===== config.mk =====
export PLATFORM = sky130hd
export DESIGN_NAME = dinorun_game_ctrl
export DESIGN_NICKNAME = d
export VERILOG_FILES = /design/src/rtl/dinorun_pkg.sv /design/src/rtl/dinorun_bcd_score.sv /design/src/rtl/dinorun_game_ctrl.sv
export SDC_FILE = /design/constraint.sdc
export NUM_CORES = 1
export LEC_CHECK = 0
export CORE_MARGIN = 2
export CORE_UTILIZATION = 40
export DETAILED_ROUTE_END_ITERATION = 10
export GPL_ROUTABILITY_DRIVEN = 0
export HOLD_SLACK_MARGIN = 0.03
export PLACE_DENSITY_LB_ADDON = 0.25
export SYNTH_ARGS = -nofsm -noshare
export SYNTH_HDL_FRONTEND = slang
export SYNTH_SLANG_ARGS = --single-unit

===== constraint.sdc =====
create_clock -name clk_i -period 2.45 [get_ports clk_i]
set_clock_uncertainty 0.15 [all_clocks]
set_input_delay 0.245 -clock clk_i [delete_from_list [all_inputs] [get_ports clk_i]]
set_output_delay 0.245 -clock clk_i [all_outputs]
set_load 0.005 [all_outputs]

===== src/rtl/dinorun_pkg.sv =====
// Shared types, constants and helpers for the dinorun game logic.
package dinorun_pkg;

  // Game state shared with the renderers; 2'b11 is unused and recovers to STARTING.
  typedef logic [1:0] state_t;

  localparam state_t STARTING = 2'b00;
  localparam state_t PLAYING  = 2'b01;
  localparam state_t HIT      = 2'b10;

  localparam int          ScoreDigits = 4;
  localparam logic [15:0] ScoreMax    = 16'h9999;

  // Enables handed to the title, obstacle and motion logic.
  typedef struct packed {
    logic title_en;
    logic obstacle_en;
    logic freeze;
  } render_en_t;

  // Saturating BCD increment: 9 rolls to 0 and carries; 9999 stays 9999.
  function automatic logic [15:0] bcd_inc(input logic [15:0] val);
    logic [15:0] res;
    logic        carry;
    res   = val;
    carry = 1'b1;
    if (val != ScoreMax) begin
      for (int i = 0; i < ScoreDigits; i++) begin
        if (carry) begin
          if (val[4*i +: 4] >= 4'd9) begin
            res[4*i +: 4] = 4'd0;
          end else begin
            res[4*i +: 4] = val[4*i +: 4] + 4'd1;
            carry         = 1'b0;
          end
        end
      end
    end
    return res;
  endfunction

  // Renderer enables that belong to a given state.
  function automatic render_en_t render_en(input state_t s);
    render_en_t r;
    r.title_en    = (s == STARTING);
    r.obstacle_en = (s == PLAYING) || (s == HIT);
    r.freeze      = (s == HIT);
    return r;
  endfunction

endpackage


===== src/rtl/dinorun_bcd_score.sv =====
// Running score: frame divider plus saturating 4-digit BCD counter.
module dinorun_bcd_score
  import dinorun_pkg::*;
#(
  parameter int ScoreDivFrames = 6
) (
  input  logic        clk_i,
  input  logic        rst_ni,
  input  logic        clear_i,
  input  logic        tick_i,
  output logic [15:0] score_o
);

  localparam int DivW = (ScoreDivFrames > 1) ? $clog2(ScoreDivFrames) : 1;
  localparam logic [DivW-1:0] DivLast = DivW'(ScoreDivFrames - 1);

  logic [DivW-1:0] div_q, div_d;
  logic [15:0]     score_q, score_d;

  // Clear wins over tick; a tick on the last divider frame bumps the score.
  always_comb begin
    div_d   = div_q;
    score_d = score_q;
    if (clear_i) begin
      div_d   = '0;
      score_d = '0;
    end else if (tick_i) begin
      if (div_q == DivLast) begin
        div_d   = '0;
        score_d = bcd_inc(score_q);
      end else begin
        div_d = div_q + 1'b1;
      end
    end
  end

  // Score and divider registers.
  always_ff @(posedge clk_i or negedge rst_ni) begin
    if (!rst_ni) begin
      div_q   <= '0;
      score_q <= '0;
    end else begin
      div_q   <= div_d;
      score_q <= score_d;
    end
  end

  assign score_o = score_q;

endmodule


===== src/rtl/dinorun_game_ctrl.sv =====
// Game sequencer: owns the game state, renderer enables, score and high score.
//
// state    | meaning
// ---------+-----------------------------------------------------------
// STARTING | title screen, waiting for the first start press
// PLAYING  | game running, score counting, obstacles active
// HIT      | collision happened, scene frozen, restart after hold time
module dinorun_game_ctrl
  import dinorun_pkg::*;
#(
  parameter int ScoreDivFrames = 6,
  parameter int HitHoldFrames  = 60
) (
  input  logic        clk_i,
  input  logic        rst_ni,
  input  logic        next_frame_i,
  input  logic        start_i,
  input  logic        collision_i,
  output state_t      state_o,
  output logic        title_en_o,
  output logic        obstacle_en_o,
  output logic        obstacle_rst_o,
  output logic        freeze_o,
  output logic [15:0] score_o,
  output logic [15:0] high_score_o
);

  localparam int HoldW = $clog2(HitHoldFrames + 1);
  localparam logic [HoldW-1:0] HoldMax = HoldW'(HitHoldFrames);

  state_t          state_q, state_d;
  logic            start_q;
  logic [HoldW-1:0] hold_q, hold_d;
  logic [15:0]     high_q, high_d;
  render_en_t      en_q, en_d;
  logic            obs_rst_q;

  logic            start_rise;
  logic            enter_play;
  logic            score_tick;
  logic            score_clear;
  logic [15:0]     score_w;

  assign start_rise = start_i & ~start_q;

  // Next-state, hold counter and high-score capture.
  always_comb begin
    state_d    = state_q;
    hold_d     = hold_q;
    high_d     = high_q;
    enter_play = 1'b0;
    case (state_q)
      STARTING: begin
        if (start_rise) begin
          state_d    = PLAYING;
          enter_play = 1'b1;
        end
      end
      PLAYING: begin
        if (collision_i) begin
          state_d = HIT;
          hold_d  = '0;
          if (score_w > high_q) begin
            high_d = score_w;
          end
        end
      end
      HIT: begin
        if (start_rise && (hold_q == HoldMax)) begin
          state_d    = PLAYING;
          enter_play = 1'b1;
        end else if (next_frame_i && (hold_q != HoldMax)) begin
          hold_d = hold_q + 1'b1;
        end
      end
      default: begin
        state_d = STARTING;
      end
    endcase
  end

  // Collision suppresses the score tick of the same cycle.
  assign score_tick  = (state_q == PLAYING) & next_frame_i & ~collision_i;
  assign score_clear = enter_play | (state_q == STARTING);

  // Enables are decoded from the next state so they change with state_o.
  always_comb begin
    en_d = render_en(state_d);
  end

  // Control registers.
  always_ff @(posedge clk_i or negedge rst_ni) begin
    if (!rst_ni) begin
      state_q   <= STARTING;
      start_q   <= 1'b0;
      hold_q    <= '0;
      high_q    <= '0;
      en_q      <= render_en(STARTING);
      obs_rst_q <= 1'b0;
    end else begin
      state_q   <= state_d;
      start_q   <= start_i;
      hold_q    <= hold_d;
      high_q    <= high_d;
      en_q      <= en_d;
      obs_rst_q <= enter_play;
    end
  end

  dinorun_bcd_score #(
    .ScoreDivFrames(ScoreDivFrames)
  ) u_score (
    .clk_i  (clk_i),
    .rst_ni (rst_ni),
    .clear_i(score_clear),
    .tick_i (score_tick),
    .score_o(score_w)
  );

  assign state_o        = state_q;
  assign title_en_o     = en_q.title_en;
  assign obstacle_en_o  = en_q.obstacle_en;
  assign freeze_o       = en_q.freeze;
  assign obstacle_rst_o = obs_rst_q;
  assign score_o        = score_w;
  assign high_score_o   = high_q;

endmodule

==> summary.txt, run 1 <==
Floorplan
  • Initial Utilization: 41.0%
  • FP Rows: 30
  • Chip width: 87.0 um
  • Ports: 43
  • Core area: roughly 6700 um^2
  • Die footprint: 7560 um^2
  • Die Height: about 87 um

Route
  • First-pass DRT Iterations: 4
  • DRT iter0 DRCs: 40
  • DRC Markers: 0
  • Via count: 2216
  • DR WL/cell: 14.5 um
  • Post-route ant nets: 0
  • Total wire length: 6180 um
  • Post-DR vias/cell: 5.20

Global routing
  • Largest net degree at the start of global routing: 39
  • First-pass GRT wire length: 10500 um
  • GRT overflow: 0
  • Vias in the first global route: 2239
  • All-Layer GR Usage: 17.8%
  • Initial antenna violation count: 0

Final layout
  • Inserted Diodes: 0
  • Nets: 382
  • Final Util: 53.4%
  • Register area: 1200 um^2
  • Most frequent cells in the layout: 47 x dfrtp_1, 41 x clkdlybuf4s50_1, 32 x ha_1
  • Layout cells sized above 1: 17.1%
  • Synth-to-layout area growth: 30.4%
  • Commonest non-fill, non-tap cell in the layout: dfrtp_1
  • Area of the multi-input gates: 1440 um^2
  • Final instance area: around 3600 um^2
  • FILL cells: between 600 and 700

STA
  • Slew margin rel.: 41.9%
  • Period utilisation layout: 94.2%
  • PnR worst setup slack: 0.142 ns
  • Final Hold Viols: 0
  • Setup TNS: 0 ns
  • Minimum clock period: 2.31 ns
  • Final setup viols: 0
  • Least-Margin Pin Slew: 0.871 ns
  • Fmax: 433 MHz
  • Fin. max-slew vios: 0

Setup path
  • Crit path DAT: ~2.4 ns
  • Worst R2R Path Depth: 8
  • Critical path class: flip-flop to flip-flop
  • Crit-path slowest cell: dfrtp_1
  • CP max stage delay: 0.39 ns
  • R2r endpoint: high_score_o[10]
  • Data required time of the worst path: 2.50 ns
  • FF-to-FF setup slack: 0.14 ns
  • Buf+Inv Stages, Crit Path: 2
  • Delay-heaviest family, CP: simple AND/OR/NAND/NOR gates
  • Worst r2r src: high_score_o[10]
  • CP startpoint kind: flip-flop
  • CP Capture Type: flip-flop
  • Max Fanout on Critical Path: 6
  • Crit-path cells: inv_1 > ha_1 > nand4_1 > nor4_2 > a21oi_1 > a21boi_2 > buf_4 > mux2_2

Clocking
  • Clock slew at reported path FFs: 0.10 ns
  • TritonCTS Buffers: 5
  • Clk_lat worst skew: 0.31 ns
  • CTS tree: built
  • # clock sinks: 48
  • Post-CTS Repair Setup Buffers: 0
  • Clock tree root buffer cell: clkbuf_8
  • Maximum clock insertion buffer count: 2
  • H-tree lvl count: 2

Pwr
  • Peak VDD IR: 368 uV
  • Power per standard cell area: ~680 nW/um^2
  • LEAKAGE: 1.66 nW

Logic synthesis
  • Cells after Synth: 268
  • Post-synth net total: 305
  • Post-synthesis cell type count: between 50 and 60
  • Most used DFF post-synth: dfrtp_1
  • Area leader, netlist: dfrtp_1
  • Yosys warns: 0
  • Async SR Flop Fraction: 100%
  • Cell area after synthesis: 2750 um^2
  • Synth Register Bits: 48
  • Synthesized area per cell: ~10 um^2
  • Top cell type's share of synthesized area: 42.7%
  • Top cells by area, synth: dfrtp_1 43%, ha_1 15%, inv_1 4.2%, mux2_2 3.7%, mux2i_1 2.9%
  • Post-synth EDFFs: 0
  • Post-synthesis sequential area ratio: 43.7%

Placement
  • HPWL reported at the end of detailed placement: around 4700 um
  • Buffers added on ports: between 40 and 50
  • Dpl cell area: roughly 3500 um^2
  • Worst slack, placed: 0.0146 ns

Worst hold path
  • Min-delay worst type: primary input to flip-flop
  • Hold EP: start_q
  • Hold Startpoint: start_i
  • Worst Hold Depth: 1

Run
  • Max-capacitance violation count: 0

Status
  • Status: finished clean
worst register-to-register path: cells and delay by family, from the launching register on:
family                     cells  cell delay (ns)
AOI/OAI and AO/OA              2             0.31
adders and majority gates      1             0.29
buffers and inverters          2             0.25
DFF                            1             0.39
muxes                          1             0.34
and+or+nand+nor                2             0.48
logic make-up after synthesis:
logic type / Yosys count / share of synthesized area (%)
compound gates: 47 / 11.1
xor+xnor: 5 / 1.59
fa+ha+maj: 32 / 14.5
buf+inv: 33 / 4.63
flops: 48 / 43.7
mux: 17 / 6.59
simple gates: 86 / 17.9
cell usage after synthesis (all sizes together) (2+ instances only):
master,number
or2,2
mux2i,8
nor3,7
o21ai,15
nor2b,2
a21oi,16
nand4b,4
nor4,3
o31ai,3
nand2b,3
nand2,21
a41oi,3
ha,32
xor2,2
nand4,3
o31a,2
nor2,19
dfrtp,47
or3,2
mux2,9
xnor2,3
inv,31
a21boi,2
nand3,9
sequential cells by signal, indices dropped and copies added (netlist names):
name / count
hold_q: 6
state_o: 2
u_score.score_o: 16
title_en_o: 1
u_score.div_q: 3
obstacle_rst_o: 1
high_score_o: 16
start_q: 1
freeze_o: 1
obstacle_en_o: 1
report_power, final:
part / internal [mW] / switching (mW) / total [mW]
clock: 0.209 / 0.297 / 0.506
sequential: 0.934 / 0.0962 / 1.03
combinational: 0.463 / 0.439 / 0.903
total: 1.61 / 0.833 / 2.44
through the flow:
step	cells	hold slack, ns	total power, mW
after CTS	426	0.264	2.47
after floorplan	268	-0.201	1.48
after global placement	417	0.264	1.94
final	426	0.273	2.44
after global routing	426	0.271	2.63
after detailed placement	417	0.270	1.96
final cells by class:
class / count / area share [%]
multi-input cells: 187 / 40.0
flip-flops and latches: 48 / 33.5
repair buffers: 72 / 17.9
inverters: 31 / 3.24
well taps: 80 / 2.79
clock buffers: 5 / 1.92
clock inverters: 3 / 0.697
per-layer routing:
metal	vias to the layer above	global-route usage (%)	share of wire [%]
met5	-	0	0
li1	1094	-	-
met3	12	4.36	4.4
met2	46	29.4	48
met1	1064	22.7	45
met4	0	6.39	2.5
how the worst max path moves through the flow:
stage,depth (start not counted),slack (ns),end,startpoint
after floorplan,7,0.03,high_score_o[10],u_score.score_o[12]
after global placement,7,0.07,u_score.score_o[15],start_i
after detailed placement,8,0.01,u_score.score_o[2],start_i
after CTS,8,0.09,high_score_o[10],high_score_o[10]
after global routing,8,-0.02,high_score_o[10],high_score_o[15]
final,8,0.14,high_score_o[10],high_score_o[10]
timing repair:
action                                  4_1_cts  5_1_grt
hold endpoints to repair                     35        0
resized for setup                             0        2
hold buffers                                  1        0
endpoints found under the setup margin        0       10
No activity file was read; power rests on OpenSTA's default activity.
==> run 2: changes to the inputs <==
- clock period: 2.45 -> 2.2 ns (I/O delays scaled with it)
==> run 2 against run 1 <==
  * Via count rose by 7.1%
  * Critical path depth stayed put
  * Non-clock buffer count increased by 36
  * Largest cell class unchanged
  * Critical path type unchanged
  * Cell count increased by 8.5%
  * Largest power group is now combinational logic
  * The run now ends with negative setup slack left
  * Fmax down 0.12%
  * Wire length rose by 13%
  * Flip-flop and latch count stayed put
  * Clock power grew 29%
  * Total power grew 26%
==> summary.txt, run 2 (same netlist as run 1, synthesis figures left out) <==
Setup path
  • Crit path DAT: 2.35 ns
  • Worst R2R Path Depth: 8
  • CP startpoint kind: flip-flop
  • Data required time of the worst path: 2.24 ns
  • Critical path class: flip-flop to flip-flop
  • Max Fanout on Critical Path: 4
  • CP Capture Type: flip-flop

STA
  • PnR worst setup slack: -0.111 ns
  • Hold_ws: 0.332 ns
  • Fin. max-slew vios: 0
  • Fmax: 433 MHz
  • Final Hold Viols: 0
  • Least-Margin Pin Slew: 0.635 ns
  • RSZ-0062 raised after global routing: yes
  • Slew margin rel.: 57.7%
  • Final setup viols: 16
  • Setup TNS: -1.16 ns
  • Minimum clock period: roughly 2.3 ns
  • Period utilisation layout: 105%

Status
  • Status: finished, violations left
  • Failing checks: negative setup slack

Route
  • Via count: 2374
  • DR WL/cell: 15.1 um
  • Post-route ant nets: 0
  • DRT iter0 DRCs: 82
  • First-pass DRT Iterations: 4
  • Post-DR vias/cell: 5.14
  • Total wire length: slightly below 7000 um
  • DRC Markers: 0

Pwr
  • Power per standard cell area: approximately 740 nW/um^2
  • Pwr Total: 3.08 mW
  • LEAKAGE: 1.88 nW
  • Peak VDD IR: between 500 and 600 uV

Floorplan
  • Chip width: a little under 90 um
  • FP Rows: 30
  • Initial Utilization: 41.0%
  • Die footprint: 7560 um^2
  • Die Height: 87.0 um
  • Ports: 43
  • Core area: 6720 um^2

Run
  • Max-capacitance violation count: 0

Global routing
  • Vias in the first global route: 2357
  • GRT overflow: 0
  • Largest net degree at the start of global routing: 49
  • Initial antenna violation count: 0
  • First-pass GRT wire length: 11000 um
  • All-Layer GR Usage: 18.6%

Final layout
  • Layout cells sized above 1: 32.7%
  • Nets: around 420
  • Commonest non-fill, non-tap cell in the layout: buf_4
  • Inserted Diodes: 0
  • Layout Cells excl Fill: 462
  • Most frequent cells in the layout: 54 x buf_4, 42 x dfrtp_1, 41 x clkdlybuf4s50_1
  • Synth-to-layout area growth: 50.0%

Placement
  • HPWL reported at the end of detailed placement: between 4000 and 5000 um
  • Worst slack, placed: -0.213 ns
  • Buffers added on ports: 42
  • Post-Place Cells: 437

Clocking
  • CTS tree: built
  • H-tree lvl count: 2
  • Clock tree root buffer cell: clkbuf_8
  • # clock sinks: between 40 and 50
  • TritonCTS Buffers: 5
  • Clk_lat worst skew: roughly 0.31 ns
  • Clock slew at reported path FFs: about 0.10 ns
  • Maximum clock insertion buffer count: 2

Worst hold path
  • Worst Hold Depth: 2
  • Min-delay worst type: primary input to flip-flop
run 2: cell count changes in the layout (fill, tap and decap cells not counted), moves of 3 or more:
cell / before / now
buf_6: 0 / 9
a21oi_2: 1 / 4
a21oi_1: 15 / 12
dfrtp_1: 47 / 42
inv_2: 0 / 4
ha_1: 32 / 23
inv_1: 31 / 26
dfrtp_2: 0 / 5
ha_4: 0 / 5
ha_2: 0 / 4
mux2_2: 9 / 1
mux2_4: 0 / 8
buf_4: 29 / 54
run 2: critical path, cell delays in order (launching register included):
cell and delay [ns]:
dfrtp_2 0.45, ha_4 0.27, nand4_1 0.16, nor4_4 0.33
a21oi_1 0.11, a21boi_2 0.16, buf_6 0.14, clkbuf_16 0.15
mux2_4 0.28
run 2: worst paths after layout:
path	start	end	slack, ns
worst min-delay path	start_i	start_q	0.33
min in group asynchronous	rst_ni	high_score_o[7]	0.39
max in group asynchronous	rst_ni	u_score.score_o[8]	1.04
worst max-delay path	u_score.score_o[12]	high_score_o[7]	-0.11
worst max register to register	u_score.score_o[12]	high_score_o[7]	-0.11
worst min register to register	high_score_o[14]	high_score_o[14]	0.40
run 2: metrics by stage:
stage | instance area [um^2] | utilization (%)
after floorplan | 2790 | -
after global placement | 3670 | 54.7
after detailed placement | 3670 | 54.7
after CTS | 3880 | 57.7
after global routing | 4130 | 61.5
final | 4130 | 61.5
run 2: per-layer routing:
layer  vias up  track usage [%]  part of all wire, %
li1       1164                -                    -
met2        45             33.4                   54
met3         6             3.70                  3.2
met1      1159             22.7                   42
met4         0             4.69                 0.98
met5         -                0                    0
run 2: repair_timing:
item                                   4_1_cts  5_1_grt
gates resized for setup                     11       37
pin swaps                                    6       10
endpoints found under the hold margin       47        0
gates cloned                                 0        1
setup buffers                                5       11
setup endpoints to repair                   13       29
hold buffers                                 1        0
run 2: layout make-up:
class / count / area (um^2)
fill: 558 / 2590
clock inverter: 3 / 42.5
clock buffer: 5 / 68.8
timing repair buffer: 108 / 977
multi-input combinational: 187 / 1610
inverter: 31 / 119
sequential: 48 / 1210
tap: 80 / 100
run 2: power by group:
part	leakage, nW	switching, mW	internal (mW)
registers	0.614	0.108	1.04
clock network	0.0541	0.316	0.337
logic	1.21	0.570	0.702
total	1.88	0.994	2.08
==> run 3: changes to the inputs <==
- CELL_PAD_IN_SITES_DETAIL_PLACEMENT: not set -> 0
- CELL_PAD_IN_SITES_GLOBAL_PLACEMENT: not set -> 1
- CTS_CLUSTER_SIZE: not set -> 16
- RECOVER_POWER: not set -> 25
==> run 3 against run 2 <==
  * The run still ends with negative setup slack left
  * Critical path type unchanged
  * Worst hold slack better by 0.061 ns
  * Largest cell class unchanged
  * Combinational power about the same
  * Critical path depth up 1
  * Wire length down 2.4%
  * Fmax up 1.3%
  * Core utilization down 1.5 points
  * Worst setup slack better by 0.031 ns
  * Non-clock buffer count down 8
  * Largest power group unchanged
==> summary.txt, run 3 (same netlist as run 1, synthesis figures left out) <==
Status
  • Status: finished, violations left
  • Failing checks: negative setup slack

Clocking
  • # clock sinks: 48
  • Clk_lat worst skew: 0.30 ns
  • Clock tree root buffer cell: clkbuf_8
  • Clock slew at reported path FFs: 0.10 ns
  • CTS tree: built
  • H-tree lvl count: 2
  • Maximum clock insertion buffer count: 2
  • TritonCTS Buffers: 5

Global routing
  • GRT overflow: 0
  • Largest net degree at the start of global routing: 28
  • All-Layer GR Usage: roughly a fifth
  • Initial antenna violation count: 0
  • Vias in the first global route: 2211
  • First-pass GRT wire length: ~11000 um

Floorplan
  • Core area: 6720 um^2
  • Die Height: 87.0 um
  • Initial Utilization: approximately 41%
  • Chip width: ~87 um
  • Ports: between 40 and 50
  • Die footprint: between 7000 and 8000 um^2
  • FP Rows: 30

Setup path
  • CP max stage delay: 0.40 ns
  • Critical path class: flip-flop to flip-flop
  • Data required time of the worst path: roughly 2.2 ns
  • Worst R2R Path Depth: 9
  • Crit-path cells: inv_2 > ha_4 > a211oi_1 > o21ai_0 > o2111a_1 > a21oi_1 > a21boi_4 > buf_6 > mux2_4
  • Crit-path slowest cell: dfrtp_1
  • CP Capture Type: flip-flop
  • CP startpoint kind: flip-flop
  • Crit path DAT: 2.32 ns
  • FF-to-FF setup slack: -0.08 ns
  • Max Fanout on Critical Path: 5

Placement
  • Buffers added on ports: 42
  • Dpl cell area: around 3700 um^2
  • HPWL reported at the end of detailed placement: 5080 um

Final layout
  • Commonest non-fill, non-tap cell in the layout: buf_4
  • Synth-to-layout area growth: 46.3%
  • Inserted Diodes: 0
  • Final Util: around three fifths
  • Final instance area: 4030 um^2
  • Layout cells sized above 1: 29.9%
  • Most frequent cells in the layout: 50 x buf_4, 42 x dfrtp_1, 40 x clkdlybuf4s50_1
  • Nets: 410

Pwr
  • Peak VDD IR: 467 uV
  • Power per standard cell area: 762 nW/um^2
  • LEAKAGE: 1.83 nW

Route
  • First-pass DRT Iterations: 4
  • Total wire length: 6790 um
  • Via count: 2322
  • Post-route ant nets: 0
  • DRC Markers: 0
  • DR WL/cell: roughly 15 um
  • DRT iter0 DRCs: approximately 110
  • Post-DR vias/cell: roughly 5.1

STA
  • Minimum clock period: 2.28 ns
  • Final setup viols: 16
  • Least-Margin Pin Slew: 1.22 ns
  • Final Hold Viols: 0
  • Setup TNS: -0.734 ns
  • Period utilisation layout: 104%
  • Fmax: 439 MHz
  • RSZ-0062 raised after global routing: yes
  • Fin. max-slew vios: 0
  • PnR worst setup slack: -0.0802 ns
  • Slew margin rel.: 18.7%
  • Hold_ws: 0.393 ns

Run
  • Max-capacitance violation count: 0

Worst hold path
  • Min-delay worst type: flip-flop to flip-flop
  • Worst Hold Depth: 1
==> run 3: worst max-delay path, delay by kind of cell (launching register included) <==
family / cells / cell delay [ns]
flip-flops: 1 / 0.40
buffers and inverters: 2 / 0.23
AO/OA/AOI/OAI: 5 / 0.87
adder cells (fa/ha/maj): 1 / 0.21
multiplexers: 1 / 0.29
==> run 3: final timing paths <==
path | end | startpoint
min | high_score_o[14] | high_score_o[14]
min reg2reg | high_score_o[14] | high_score_o[14]
max | high_score_o[0] | high_score_o[9]
min in group asynchronous | high_score_o[7] | rst_ni
max reg2reg | high_score_o[0] | high_score_o[9]
max in group asynchronous | u_score.score_o[12] | rst_ni
==> run 3: what timing repair did <==
item                       in CTS  in global routing
hold endpoints to repair       20                  0
setup endpoints to repair      14                 30
resized for setup              10                 28
cloned                          0                  0
pin swaps                       5                 10
hold buffers                    1                  0
buffers inserted                4                  4
==> run 3: stage by stage <==
stage / worst slack, ns / power (mW) / std cells
floorplan: -0.111 / 1.66 / 268
global placement: -0.147 / 2.27 / 437
detailed placement: -0.178 / 2.30 / 437
CTS: -0.0560 / 3.00 / 450
global route: -0.166 / 3.30 / 454
finish: -0.0802 / 3.07 / 454
==> run 3: layer usage <==
metal	part of all wire, %	vias up	GRT usage [%]	routed length, um
li1	-	1150	-	-
met1	48	1122	26.7	3230
met2	49	48	29.3	3320
met3	3.2	2	3.32	216
met4	0.37	0	4.26	25
met5	0	-	0	0
==> run 3: final cells by class <==
type                            count  area [um^2]
Fill cell                         582         2690
Multi-Input combinational cell    187         1620
Sequential cell                    48         1210
Timing Repair Buffer              100          875
Inverter                           31          116
Tap cell                           80          100
Clock buffer                        6         72.6
Clock inverter                      2         35.0
==> run 3: power breakdown <==
part           switching (mW)  internal, mW
combinational           0.581         0.683
sequential              0.115          1.04
clock                   0.310         0.338
total                    1.01          2.06
